==> src/rtl/uart_tx.sv <==
// 8-bit UART transmitter: start bit, 8 data bits LSB first, optional parity, 1 or 2 stop bits.
// One bit period per ckena pulse; the line (txd) is registered and idles high.
module uart_tx #(
  parameter int StopBits = 1,
  parameter int Parity   = 0
) (
  input  logic       clock,
  input  logic       reset,
  input  logic       ckena,
  input  logic [7:0] data,
  input  logic       valid,
  output logic       ready,
  output logic       txd,
  output logic       busy,
  output logic [2:0] dbg_state_o
);

  if (StopBits < 1 || StopBits > 2) begin : g_bad_stop_bits
    $error("uart_tx: StopBits must be 1 or 2");
  end
  if (Parity < 0 || Parity > 2) begin : g_bad_parity
    $error("uart_tx: Parity must be 0 (none), 1 (odd) or 2 (even)");
  end

  typedef enum logic [2:0] {
    IDLE  = 3'd0,
    WAIT  = 3'd1,
    START = 3'd2,
    DATA  = 3'd3,
    PAR   = 3'd4,
    STOP  = 3'd5
  } state_e;

  state_e      state_q, state_d;
  logic [7:0]  shift_q, shift_d;
  logic [2:0]  cnt_q, cnt_d;
  logic        stop_q, stop_d;
  logic        par_q, par_d;
  logic        txd_q, txd_d;

  always_ff @(posedge clock) begin
    if (reset) begin
      state_q <= IDLE;
      shift_q <= 8'h00;
      cnt_q   <= 3'd0;
      stop_q  <= 1'b0;
      par_q   <= 1'b0;
      txd_q   <= 1'b1;
    end else begin
      state_q <= state_d;
      shift_q <= shift_d;
      cnt_q   <= cnt_d;
      stop_q  <= stop_d;
      par_q   <= par_d;
      txd_q   <= txd_d;
    end
  end

  // Parity is fixed at acceptance because the shift register consumes the byte.
  // cnt_q is the index of the data bit currently on the line.
  always_comb begin
    state_d = state_q;
    shift_d = shift_q;
    cnt_d   = cnt_q;
    stop_d  = stop_q;
    par_d   = par_q;
    txd_d   = txd_q;
    case (state_q)
      IDLE: begin
        if (valid) begin
          shift_d = data;
          cnt_d   = 3'd0;
          par_d   = (Parity == 1) ? ~(^data) : (^data);
          state_d = WAIT;
        end
      end
      WAIT: begin
        if (ckena) begin
          txd_d   = 1'b0;
          state_d = START;
        end
      end
      START: begin
        if (ckena) begin
          txd_d   = shift_q[0];
          shift_d = {1'b0, shift_q[7:1]};
          cnt_d   = 3'd0;
          state_d = DATA;
        end
      end
      DATA: begin
        if (ckena) begin
          if (cnt_q == 3'd7) begin
            stop_d = 1'b0;
            if (Parity != 0) begin
              txd_d   = par_q;
              state_d = PAR;
            end else begin
              txd_d   = 1'b1;
              state_d = STOP;
            end
          end else begin
            txd_d   = shift_q[0];
            shift_d = {1'b0, shift_q[7:1]};
            cnt_d   = cnt_q + 3'd1;
          end
        end
      end
      PAR: begin
        if (ckena) begin
          txd_d   = 1'b1;
          stop_d  = 1'b0;
          state_d = STOP;
        end
      end
      STOP: begin
        if (ckena) begin
          if (stop_q == 1'(StopBits - 1)) begin
            state_d = IDLE;
          end else begin
            stop_d = 1'b1;
          end
        end
      end
      default: state_d = IDLE;
    endcase
  end

  assign ready       = (state_q == IDLE);
  assign busy        = (state_q != IDLE);
  assign txd         = txd_q;
  assign dbg_state_o = state_q;

endmodule

==> config.mk <==
export PLATFORM = sky130hd
export DESIGN_NAME = uart_tx
export DESIGN_NICKNAME = d
export VERILOG_FILES = /design/src/rtl/uart_tx.sv
export SDC_FILE = /design/constraint.sdc
export NUM_CORES = 1
export LEC_CHECK = 0
export ABC_CLOCK_PERIOD_IN_PS = 2050
export CELL_PAD_IN_SITES_DETAIL_PLACEMENT = 0
export CELL_PAD_IN_SITES_GLOBAL_PLACEMENT = 1
export CORE_MARGIN = 2
export CORE_UTILIZATION = 35
export CTS_BUF_LIST = sky130_fd_sc_hd__clkbuf_4 sky130_fd_sc_hd__clkbuf_8
export DETAILED_ROUTE_END_ITERATION = 16
export PLACE_DENSITY = 0.83
export SLEW_MARGIN = 20
export SYNTH_ARGS = -nofsm -noshare
export SYNTH_HDL_FRONTEND = slang
export SYNTH_SLANG_ARGS = --single-unit
==> constraint.sdc <==
create_clock -name clock -period 2.05 [get_ports clock]
set_clock_uncertainty 0.1 [all_clocks]
set_input_delay 0.615 -clock clock [delete_from_list [all_inputs] [get_ports clock]]
set_output_delay 0.615 -clock clock [all_outputs]
set_load 0.05 [all_outputs]
After elaboration in Yosys (flattened, before gate mapping)
Index checks and enable logic that the tools add are counted.
{ "totals": {"regBits": 16, "latchBits": 0, "mem_bits_rw": 0, "romBits": 0, "in_bits": 12, "output_inout_bits": 6, "wordCells": 60, "n_memories": 0} }
{ "classes": {"n_addsub": 1, "n_mul": 0, "div": 0, "n_lt_le_gt_ge": 0, "n_eq_ne": 15, "shifts": 0, "mux": 30, "bitwise": 0, "n_reduce_logical": 9} }
{ "op_table": {"columns": ["cell", "n"], "rows": [
  ["2-to-1 mux 3 bit", 12],
  ["2-to-1 mux 8 bit", 4],
  ["one-hot mux 8 bit (3 select lines)", 1],
  ["inequality test 2 bit, second input constant", 9],
  ["one-hot mux 3 bit (6 select lines)", 1],
  ["AND reduction 5 bit", 3],
  ["equality test 3 bit, second input constant", 3],
  ["2-to-1 mux 1 bit", 9],
  ["one-hot mux 3 bit (3 select lines)", 1],
  ["nonzero test 3 bit", 3],
  ["AND reduction 8 bit", 1],
  ["equality test 3 x 2 -> 1 bit, second input constant", 2],
  ["one-hot mux 1 bit (4 select lines)", 1],
  ["nonzero test 4 bit", 1],
  ["adder 3 x 1 -> 3 bit, second input constant", 1],
  ["equality test 3 x 1 -> 1 bit, second input constant", 1],
  ["logical NOT 3 bit", 1],
  ["one-hot mux 1 bit (3 select lines)", 1]
]} }

Logic depth before layout (Yosys ltp)
{ "depth": {"word_depth": 4, "ltp_mapped": 8, "ltp_nobuf": 6} }

Least setup slack after synthesis
OpenSTA, ideal clock, no wires.
{ "synth_path": {"kind": "register to output", "startpoint": "register state_q[2], in the netlist dbg_state_o[2]", "endpoint": "output port ready", "arrival_ps": 1900, "required_ps": 1335, "slack_ps": -565, "path_stages_with_launch": 4, "path_buffers": 0, "cell_sequence": "dfxtp_1 -> clkinv_1 -> nand2_1 -> inv_1"} }
{ "synth_via": {"elab_chain_cells": 1} }
{ "synth_rtl": {"columns": ["element", "line", "text"], "rows": [
  ["from (decl)", "34", "state_e state_q, state_d;"],
  ["from (signal assigned)", "50", "state_q <= state_d;"],
  ["logical NOT 3 bit", "129", "assign ready = (state_q == IDLE);"],
  ["to (decl)", "12", "output logic ready,"]
]} }
Every way passes these cells.

Final worst setup path
{ "layout_path": {"startpoint": "register state_q[1], in the netlist dbg_state_o[1]", "endpoint": "output port ready"} }
The elaborated chain is that of the path after synthesis.

==> results by group <==
Outcome
  – Status: complete, no violations

Critical path
  – Crit Path Class: register to primary output
  – Crit path capture type: primary output
  – CP Launch Type: register
  – Worst Path Required: 1.33 ns
  – Critical Path Fanout Max: 3
  – Arrival @ worst endpoint: 1.22 ns

CTS
  – CTS buffer count: 3
  – CTS Root Cell: clkbuf_4
  – Htree depth: 1
  – Clk Latency, worst-skew pair: 0.28 ns
  – Worst-path clk slew: 0.09 ns
  – Postcts setup bufs: 0
  – Cts hold-fix bufs: 0
  – CTS Buffer Depth: 2
  – Post_cts resized: 0
  – Clk sinks: 15
  – CTS tree: built

Route
  – Vias: 657
  – First-pass DRT Iterations: 4
  – WL final: 1600 um
  – DRC: 0
  – Vias per std cell: 5.09
  – Final antenna-violating net count: 0
  – Routed length per placed instance: 12.4 um
  – Initial DRC Count: 12

Finish
  – Post-Layout Inst Area: 1070 um2
  – # diodes: 0
  – Final nets: 116
  – Post-Layout Cell Count: 129
  – Area grow syn2layout: 39.0%
  – Share of cells above drive strength 1: 33.7%

STA
  – Least-Margin Pin Slew: 0.306 ns
  – Max Slew Vio Count: 0
  – Max Freq: 0.517 GHz
  – Final Hold Vio Count: 0
  – Final setup TNS: 0 ns
  – Fin crit period: 1.93 ns
  – Final setup fails: 0
  – Ratio of final minimum period to clock period: 94.4%
  – RSZ-0062 raised after global routing: false
  – Slew margin rel.: 79.0%
  – WHS: 0.391 ns

Yosys
  – Post-synth top area share: 38.8%
  – Avg Inst Size Synth: 10.0 um2
  – Post-synthesis sequential area ratio: 38.8%
  – Leading area contributor after synthesis: dfxtp_1
  – Synth warn: 0
  – Dominant cells by area after synthesis: dfxtp_1 (39%), a211oi_2 (11%), mux2i_1 (9.1%), a21oi_1 (7.8%), buf_6 (4.4%)
  – Cell variety after synth: 29
  – Post-synthesis instance total: 77
  – Yosys reg bits: 15
  – Synth Cell Area: 773 um2
  – Syn Nets: 91

Global route
  – First-pass GRT wire length: 2770 um
  – Pin count of the biggest net entering global routing: 17
  – Initial antenna violation count: 0
  – Tot GR Track Use: 14.3%
  – Vias in the first global route: 620
  – GRT overflow: 0

Flow run
  – Number of max-cap violations: 0

Floorplanning
  – # IOs: 18
  – Die W: 51 um
  – FP Rows: 17
  – Die Span Y: 51 um
  – Starting Density: 36.0%
  – Core area: 2150 um2
  – Die ar.: 2600 um2

Place
  – Placed cells: 125
  – GP Congestion: 0.759
  – PortBufs: 17
  – Final HPWL DP: 1160 um
  – Placed cell areas: 1040 um2

Power
  – Maximum vdd drop: 0.326 mV
  – PwrDens: 715 nW/um2
  – Design Power: 0.000769 W
  – Standby leakage power: 0.418 nW

Min path
  – Min-Delay Path Class: register to register
cells in the final DEF, fill, tap and decap left out, types with 2 or more instances in the layout:
cell type / n
dfxtp_1: 13
a21oi_1: 12
clkdlybuf4s50_1: 11
buf_4: 11
mux2i_1: 7
a211oi_2: 7
nand2_1: 4
clkbuf_4: 4
buf_12: 4
nor2_1: 2
inv_1: 2
a22o_1: 2
o21ai_0: 2
ha_1: 2
dfxtp_2: 2
worst max-delay path, stage by stage, from the launching register on:
cell and delay [ns]:
dfxtp_2 0.33, nor2_1 0.27, nand2_4 0.10, inv_1 0.10, buf_12 0.14
sequential cells by signal, indices dropped and copies added, names as in the netlist:
| name | cells |
|---|---|
| dbg_state_o | 3 |
| txd | 1 |
| shift_q | 8 |
| cnt_q | 3 |
final cells by class:
class	count	area (um2)
multi-input combinational	53	423
clock buffer	4	30.0
timing repair buffer	26	273
fill	189	1070
tap	28	35.0
sequential	15	303
inverter	3	11.3
routing by layer:
metal	GRT usage, %	wire length, um	vias to the layer above
met1	17.7	747	300
met5	0	0	-
li1	-	-	340
met2	22.5	760	15
met3	2.63	64	2
met4	9.46	28	0
path summary, 6_finish.rpt:
path,start,end,slack (ns),depth (start not counted)
hold / removal,shift_q[7]$_SDFFE_PP0P_,shift_q[7]$_SDFFE_PP0P_,0.39,2
setup / recovery,dbg_state_o[1]$_SDFFE_PP0P_,ready,0.12,4
setup reg to reg,cnt_q[0]$_SDFFE_PP0P_,cnt_q[0]$_SDFFE_PP0P_,0.35,6
hold reg to reg,shift_q[7]$_SDFFE_PP0P_,shift_q[7]$_SDFFE_PP0P_,0.39,2
cell families (layout without fill, tap and decap cells):
| kind of cell | count (synthesis) | in the layout | synth area share (%) |
|---|---|---|---|
| buf+inv | 9 | 33 | 7.44 |
| fa+ha+maj | 2 | 2 | 3.24 |
| mux | 8 | 8 | 10.5 |
| simple gates | 12 | 12 | 8.09 |
| flops | 15 | 15 | 38.8 |
| compound gates | 31 | 31 | 31.9 |
synth_stat cells (all sizes together):
cell and count:
a32o 1, and2 1, clkbuf 1, nor4b 1
a22oi 1, a221oi 1, o32ai 1, o21bai 1
a21oi 12, a22o 2, nor2b 1, nor3 1
inv 2, dfxtp 15, a211o 1, and3 1
a2111oi 1, mux2i 7, clkinv 1, buf 5
a211oi 7, o21ai 2, nand2 5, ha 2
mux2 1, nor2 2, o221ai 1
power breakdown:
group	internal, W	switching (W)	total, W
Combinational	0.000124	0.000133	0.000257
Sequential	0.000317	0.0000143	0.000332
Clock	0.0000886	0.0000918	0.000180
per-stage QoR:
step / setup slack, ns / utilization [%]
after floorplan: 0.0190 / -
after global placement: 0.00779 / 48.6
after detailed placement: -0.00356 / 48.6
after CTS: 0.0956 / 50.0
after global routing: 0.0257 / 50.0
final: 0.116 / 50.0
No activity file was read; power rests on OpenSTA's default activity.
